## src/rtl/alu_wb_regfile.sv

```systemverilog
// Write-back register file: ALU/load commit arbitration, 1-entry load
// pending buffer, bypassed read ports and a busy-bit scoreboard.
module alu_wb_regfile #(
    parameter int XLEN = 32,
    parameter int NREG = 32,
    parameter int AW   = 5
) (
    input  logic            clk_i,
    input  logic            rst_i,
    input  logic [AW-1:0]   rs1_addr_i,
    input  logic [AW-1:0]   rs2_addr_i,
    output logic [XLEN-1:0] rs1_data_o,
    output logic [XLEN-1:0] rs2_data_o,
    input  logic            alu_valid_i,
    input  logic [AW-1:0]   alu_rd_i,
    input  logic [XLEN-1:0] alu_result_i,
    input  logic            ld_valid_i,
    output logic            ld_ready_o,
    input  logic [AW-1:0]   ld_rd_i,
    input  logic [XLEN-1:0] ld_data_i,
    input  logic            issue_valid_i,
    input  logic [AW-1:0]   issue_rd_i,
    output logic            stall_o,
    output logic            pend_valid_o
);

    logic [XLEN-1:0] regs_q [NREG];
    logic [XLEN-1:0] regs_d [NREG];
    logic [NREG-1:0] busy_q, busy_d;
    logic            pend_valid_q, pend_valid_d;
    logic [AW-1:0]   pend_rd_q, pend_rd_d;
    logic [XLEN-1:0] pend_data_q, pend_data_d;

    logic            ld_acc;
    logic            cm_valid;
    logic            cm_we;
    logic [AW-1:0]   cm_rd;
    logic [XLEN-1:0] cm_data;
    logic            hit1, hit2;

    assign ld_ready_o   = !pend_valid_q;
    assign pend_valid_o = pend_valid_q;
    assign ld_acc       = ld_valid_i && ld_ready_o;

    // Single write port: ALU first, then the parked load, then a fresh load
    always_comb begin
        cm_valid = 1'b0;
        cm_rd    = '0;
        cm_data  = '0;
        if (alu_valid_i) begin
            cm_valid = 1'b1;
            cm_rd    = alu_rd_i;
            cm_data  = alu_result_i;
        end else if (pend_valid_q) begin
            cm_valid = 1'b1;
            cm_rd    = pend_rd_q;
            cm_data  = pend_data_q;
        end else if (ld_acc) begin
            cm_valid = 1'b1;
            cm_rd    = ld_rd_i;
            cm_data  = ld_data_i;
        end
    end

    assign cm_we = cm_valid && (cm_rd != '0);

    always_comb begin
        pend_valid_d = pend_valid_q;
        pend_rd_d    = pend_rd_q;
        pend_data_d  = pend_data_q;
        if (alu_valid_i && ld_acc) begin
            pend_valid_d = 1'b1;
            pend_rd_d    = ld_rd_i;
            pend_data_d  = ld_data_i;
        end else if (!alu_valid_i && pend_valid_q) begin
            pend_valid_d = 1'b0;
        end
    end

    always_comb begin
        for (int i = 0; i < NREG; i++) begin
            regs_d[i] = regs_q[i];
        end
        if (cm_we) begin
            regs_d[cm_rd] = cm_data;
        end
    end

    // A newly issued writer owns the register even if an older one commits
    always_comb begin
        busy_d = busy_q;
        if (cm_valid) begin
            busy_d[cm_rd] = 1'b0;
        end
        if (issue_valid_i && (issue_rd_i != '0)) begin
            busy_d[issue_rd_i] = 1'b1;
        end
        busy_d[0] = 1'b0;
    end

    always_ff @(posedge clk_i or posedge rst_i) begin
        if (rst_i) begin
            for (int i = 0; i < NREG; i++) begin
                regs_q[i] <= '0;
            end
            busy_q       <= '0;
            pend_valid_q <= 1'b0;
            pend_rd_q    <= '0;
            pend_data_q  <= '0;
        end else begin
            for (int i = 0; i < NREG; i++) begin
                regs_q[i] <= regs_d[i];
            end
            busy_q       <= busy_d;
            pend_valid_q <= pend_valid_d;
            pend_rd_q    <= pend_rd_d;
            pend_data_q  <= pend_data_d;
        end
    end

    assign hit1 = cm_we && (cm_rd == rs1_addr_i);
    assign hit2 = cm_we && (cm_rd == rs2_addr_i);

    assign rs1_data_o = (rs1_addr_i == '0) ? '0 :
                        hit1 ? cm_data : regs_q[rs1_addr_i];
    assign rs2_data_o = (rs2_addr_i == '0) ? '0 :
                        hit2 ? cm_data : regs_q[rs2_addr_i];

    assign stall_o = (busy_q[rs1_addr_i] && !hit1) ||
                     (busy_q[rs2_addr_i] && !hit2);

endmodule

```

## config.mk

```make
export PLATFORM = sky130hd
export DESIGN_NAME = alu_wb_regfile
export DESIGN_NICKNAME = d
export VERILOG_FILES = /design/src/rtl/alu_wb_regfile.sv
export SDC_FILE = /design/constraint.sdc
export NUM_CORES = 2
export LEC_CHECK = 0
export BUFFER_PORTS_ARGS = -buffer_cell sky130_fd_sc_hd__buf_2
export CORE_AREA = 2 2 329 331
export DETAILED_ROUTE_END_ITERATION = 12
export DIE_AREA = 0 0 331 333
export PLACE_DENSITY = 0.7
export SYNTH_ARGS = -nofsm -noshare
export SYNTH_HDL_FRONTEND = slang
export SYNTH_SLANG_ARGS = --single-unit
```

## constraint.sdc

```tcl
create_clock -name clk_i -period 45.8 [get_ports clk_i]
set_input_delay 4.58 -clock clk_i [delete_from_list [all_inputs] [get_ports clk_i]]
set_output_delay 4.58 -clock clk_i [all_outputs]
set_load 0.02 [all_outputs]
```

Yosys cells after proc, flatten, opt, wreduce, memory -nomap -nowiden:

Cells that the tools add are included.

* input port bits: 94
* output and inout port bits: 67
* register bits: 1093
* logic and storage cells: 110

* muxes and demuxes: 34
* bitwise operators: 6
* reduce and logical (&&, ||, !) cells: 22
* eq/ne operators: 2
* $lt $le $gt $ge: 10

Operators with widths (count)
* $bwmux 1024: 1
* $mux 32: 14
* $bmux 32 s5: 2
* $demux 32 s5: 1
* $and 32x32->32: 1
* $not 32->32: 1
* $or 32x32->32: 1
* $lt 5x6->1 const B: 4
* $ge 6x6->1 const B: 3
* $not 5->6: 3
* $mux 5: 3
* $logic_and 1x1->1: 12
* $bmux 1 s5: 2
* $demux 1 s5: 2
* $eq 5x5->1: 2
* $ge 5x1->1 const B: 2
* $logic_not 5->1: 2
* $reduce_bool 5->1: 2
* $mux 1: 9
* $lt 6x1->1 const B: 1
* $logic_not 1->1: 4
* $reduce_bool 2->1: 1
* $logic_or 1x1->1: 1

Logic depth before layout (Yosys ltp):

* depth after elaboration: 14
* gate-level depth with buffers: 11
* depth with buffers taken out: 6

Worst setup path after synthesis:

OpenSTA, ideal clock, no wires.

* path kind: input -> output
* from: input ld_valid_i
* to: output rs1_data_o[0]
* required time: 41220 ps
* arrival time: 6611 ps
* stages on the path: 9
* path buffers: 3
* path slack: 34609 ps
* cell sequence: buf_2 > nor2b_1 > buf_2 > a221oi_1 > o41a_1 > a2111oi_4 > buf_2 > a21oi_1 > a211oi_1

* cells in the longest elaborated chain, start to end: 9
* elaborated cells between the ends (all ways): 16
* those cells by class: eq/ne: 1; mux: 11; reduce/logical: 4

RTL lines
* start, declared: RTL line 17 `input logic ld_valid_i,`
* $logic_and 1x1->1 *: RTL line 43 `assign ld_acc = ld_valid_i && ld_ready_o;`
* $mux 5: RTL line 58 `end else if (ld_acc) begin`
* $mux 5: RTL line 54 `end else if (pend_valid_q) begin`
* $mux 5: RTL line 50 `if (alu_valid_i) begin`
* $reduce_bool 5->1: RTL line 65 `assign cm_we = cm_valid && (cm_rd != '0);`
* $logic_and 1x1->1: RTL line 65
* $logic_and 1x1->1: RTL line 121 `assign hit1 = cm_we && (cm_rd == rs1_addr_i);`
* $mux 32 *: RTL line 125 `hit1 ? cm_data : regs_q[rs1_addr_i];`
* $mux 32 *: RTL line 124 `assign rs1_data_o = (rs1_addr_i == '0) ? '0 :`
* end, declared: RTL line 12 `output logic [XLEN-1:0] rs1_data_o,`

Every way passes the cells marked *; elsewhere a longest branch is shown, timed or not.

Final worst setup path:

* from: input rs2_addr_i[0]
* to: output stall_o

* cells in the longest elaborated chain, start to end: 5
* elaborated cells between the ends (all ways): 7
* those cells by class: eq/ne: 1; mux: 2; reduce/logical: 4

RTL lines
* start, declared: RTL line 11 `input logic [AW-1:0] rs2_addr_i,`
* parallel branches: the longest is 3 deep, another holds $bmux 1 s5
* $logic_and 1x1->1 *: RTL line 130 `(busy_q[rs2_addr_i] && !hit2);`
* $logic_or 1x1->1 *: RTL line 129 `assign stall_o = (busy_q[rs1_addr_i] && !hit1) ||`
* end, declared: RTL line 23 `output logic stall_o,`

Mark *: on every way between the ends. The select of a mux whose other input is x is not followed.

==> impl_metrics.py <==
metrics = {
    "sta": {
        "max_freq_mhz": 73.8,
        "fin_crit_sh_pct": 29.6,
        "setup_viol": 0,
        "hold_violations": 0,
        "finalCriticalPeriod_ps": 13560,
        "tns_ps": 0,
        "tightest_slew_ps": 1240,
        "skew_ps": 21.2,
        "grt_setup_unrepaired": "no",
        "maxSlewHeadroom_pct": 17.6,
        "drv_slew": 0,
    },
    "grt": {
        "grt_pass1_vias": 45161,
        "grt_max_degree": 159,
        "grt_antenna_before_repair": 8,
        "grt_pass1_wl_um": 304000,
        "grt.overflow.total": 0,
        "grt_usage_pct": 37.6,
    },
    "clock_tree": {
        "post_cts_buffers": 0,
        "numCtsBuffers": 114,
        "cts_hold_buf": 0,
        "cts_sinks": 1093,
        "clock_path_buffers": 3,
        "clkLatencyLatePin_ps": 710,
        "cts_tree": "done",
        "ctsHtreeMaxLevel": 3,
        "ctsResizeCount": 0,
        "clk_pin_slew_ps": 60,
        "clock-root-buffer": "clkbuf_16",
    },
    "placed_design": {
        "dp_hpwl_um": 113000,
        "placed_area_sq_um": 58600,
        "io_buffers": 160,
        "place_congestion": 0.880,
    },
    "min_path": {
        "hold_class": "flop to flop",
    },
    "power_and_ir_drop": {
        "switching_share_pct": 34.0,
        "power_frac_seq_pct": 46.0,
        "switchingPower_mw": 1.19,
        "clock_power_share_pct": 27.2,
        "power_density_nw_per_um2": 56.2,
        "ir_drop_mv": 0.0361,
        "combPwrFrac_pct": 26.7,
        "p_leak_nw": 28.0,
        "p_int_mw": 2.31,
    },
    "cells_and_area": {
        "post-route-cell-area_sq_um": 62400,
        "syn2layout_area_growth_pct": 9.33,
        "nNetsFinal": 5390,
        "drive_gt1_share_pct": 16.6,
        "n_fill_cell": 8939,
    },
    "logic_synthesis": {
        "synth_cell_type_count": 62,
        "yosysMostFrequentCell": "dfrtp_1",
        "yosys.area_share.adder_pct": 0,
        "syn_area_per_cell_sq_um": 10.4,
        "yosysTopAreaCellShare_pct": 47.9,
        "ys_seq_elements": 1093,
        "seq_area_frac_synth_pct": 47.9,
        "synth_top_area_cell": "dfrtp_1",
        "synth_cells": 5506,
        "syn_nets": 5600,
        "synth-warning-count": 0,
        "synth-compound-area-share_pct": 16.3,
        "synthMuxAreaShare_pct": 21.1,
        "synth_top_family_by_area": "multiplexers",
        "yosys.area_share.simple_pct": 10.0,
        "syn_area_sq_um": 57000,
        "synth_xor_area_share_pct": 0.151,
        "yosys-top-cells-count": "dfrtp_1 (1,093), nand2_1 (1,082), o21ai_0 (1,015)",
        "synth_area_leaders": "dfrtp_1 (48%), mux4_2 (12%), o21ai_0 (8.9%), mux2i_1 (8.7%), nand2_1 (7.1%)",
        "synthFlopType": "dfrtp_1",
        "synthArstFlopShare_pct": 100,
        "synth_edf_count": 0,
    },
    "setup_path": {
        "cpMostUsedCell": "buf_4",
        "criticalPathCategory": "input pin to primary output",
        "required_ps": 41220,
        "worst_setup_path_end_kind": "primary output",
        "cp_data_arrival_time_ps": 8980,
        "start_kind": "input pin",
        "cp_cell_sequence": "buf_8 > buf_4 > buf_4 > mux4_2 > mux2_2 > o311ai_1 > buf_4 > o22ai_1 > buf_2",
        "slowest_delay_ps": 890,
        "critPathSlowestCell": "buf_4",
        "crit_path_max_fanout": 54,
    },
    "floorplan": {
        "die_x_um": 331,
        "design.die.area_sq_um": 110000,
        "fp.coreArea_sq_um": 107000,
        "io_pins": 161,
        "die_height_um": 333,
        "start_util_pct": 53.5,
        "fp-row-count": 120,
    },
    "route": {
        "drc": 0,
        "vias_per_cell": 6.89,
        "wirelength_um": 207000,
        "vias": 46838,
        "dr.pass1.iters": 6,
        "antenna_left": 0,
        "drt_iter0_drc": 6617,
        "wl_per_cell_um": 30.5,
    },
    "run": {
        "maxCapViolCount": 0,
    },
    "status": {
        "status": "complete, no violations",
    },
}
power groups by stage:
stage               logic (mW)  clock network, mW  registers (mW)
finish                   0.937              0.955            1.61
global route              1.04              0.997            1.65
floorplan                0.701                  0            1.53
global placement         0.888                  0            1.59
CTS                      0.923              0.957            1.60
detailed placement       0.919                  0            1.61
worst max-delay path: cells and delay by family:
kind                   cells  cell delay, ps
buffers and inverters      5            2670
multiplexers               2             890
AO/OA/AOI/OAI              2             770
routing by layer:
| layer | wire length [um] | up-vias | GRT usage (%) |
|---|---|---|---|
| li1 | - | 19578 | - |
| met1 | 77100 | 23253 | 50.4 |
| met2 | 89200 | 3129 | 54.4 |
| met3 | 25600 | 876 | 10.3 |
| met4 | 15100 | 2 | 22.9 |
| met5 | 10 | - | 0 |
registers in the layout, summed over array words and instances, names as in the netlist:
register and flops:
pend_valid_o 1, pend_data_q 32, busy_q 31, pend_rd_q 5
regs_q 1024
cells by family (layout without fill, tap and decap cells):
family          count (synthesis)  in the layout
xor+xnor                        9              9
other cells                     0              6
simple gates                 1376           1376
buf+inv                       616            498
mux                           832            832
flops                        1093           1093
compound gates               1580           1580
worst paths after layout:
path / from / to / cells after the start / slack (ps)
hold / removal: regs_q[1010] / regs_q[1010] / 0 / 380
min in group asynchronous: rst_i / regs_q[7] / 2 / 3990
max in group asynchronous: rst_i / regs_q[684] / 6 / 37820
setup / recovery: rs2_addr_i[0] / stall_o / 9 / 32240
setup reg to reg: pend_valid_o / regs_q[235] / 5 / 41410
hold reg to reg: regs_q[1010] / regs_q[1010] / 0 / 380
cell type report:
cell class / count / area [sq um] / share of cell area [%]
Clock inverter: 40 / 459 / 0.736
Timing Repair Buffer: 277 / 1780 / 2.85
Sequential cell: 1093 / 27400 / 43.9
Tap cell: 1403 / 1760 / 2.81
Antenna cell: 6 / 15.0 / 0.0241
Multi-Input combinational cell: 3797 / 27600 / 44.3
Clock buffer: 168 / 3340 / 5.35
Inverter: 13 / 56.3 / 0.0903
layout by cell type, fill, tap and decap left out, types with 9 or more instances in the layout:
master / Yosys / routed
mux4_2: 292 / 292
clkinv_2: 0 / 23
clkbuf_16: 0 / 114
o21ai_0: 1015 / 983
a221o_1: 34 / 34
mux2_2: 44 / 44
nand3_1: 131 / 120
a21oi_1: 66 / 65
dfrtp_1: 1093 / 1092
or3_4: 0 / 9
o21ai_2: 1 / 28
buf_2: 114 / 156
a22oi_1: 329 / 329
nor2_1: 22 / 13
nand3b_1: 11 / 11
nand3_4: 0 / 11
mux2i_1: 496 / 496
a22o_1: 20 / 20
nand2_1: 1082 / 1079
nor2b_1: 17 / 12
buf_4: 25 / 112
o21ai_1: 31 / 31
nand4_1: 63 / 63
inv_1: 11 / 10
a211oi_1: 34 / 34
clkbuf_1: 412 / 26
nor2_4: 0 / 9
clkbuf_8: 0 / 29
bufinv_16: 0 / 9
per-stage QoR:
step                      cells  utilization [%]  hold WS (ps)  worst slack, ps  total power, mW
after detailed placement   6583             54.9           367            32240             2.53
after floorplan            5506                -           428            10450             2.23
after global routing       6794             58.5           393            32100             3.68
after global placement     6583             54.9           365            32270             2.48
final                      6797             58.5           383            32240             3.51
after CTS                  6791             58.5           382            32280             3.48
Note: power is estimated with default switching activity, not from simulation.
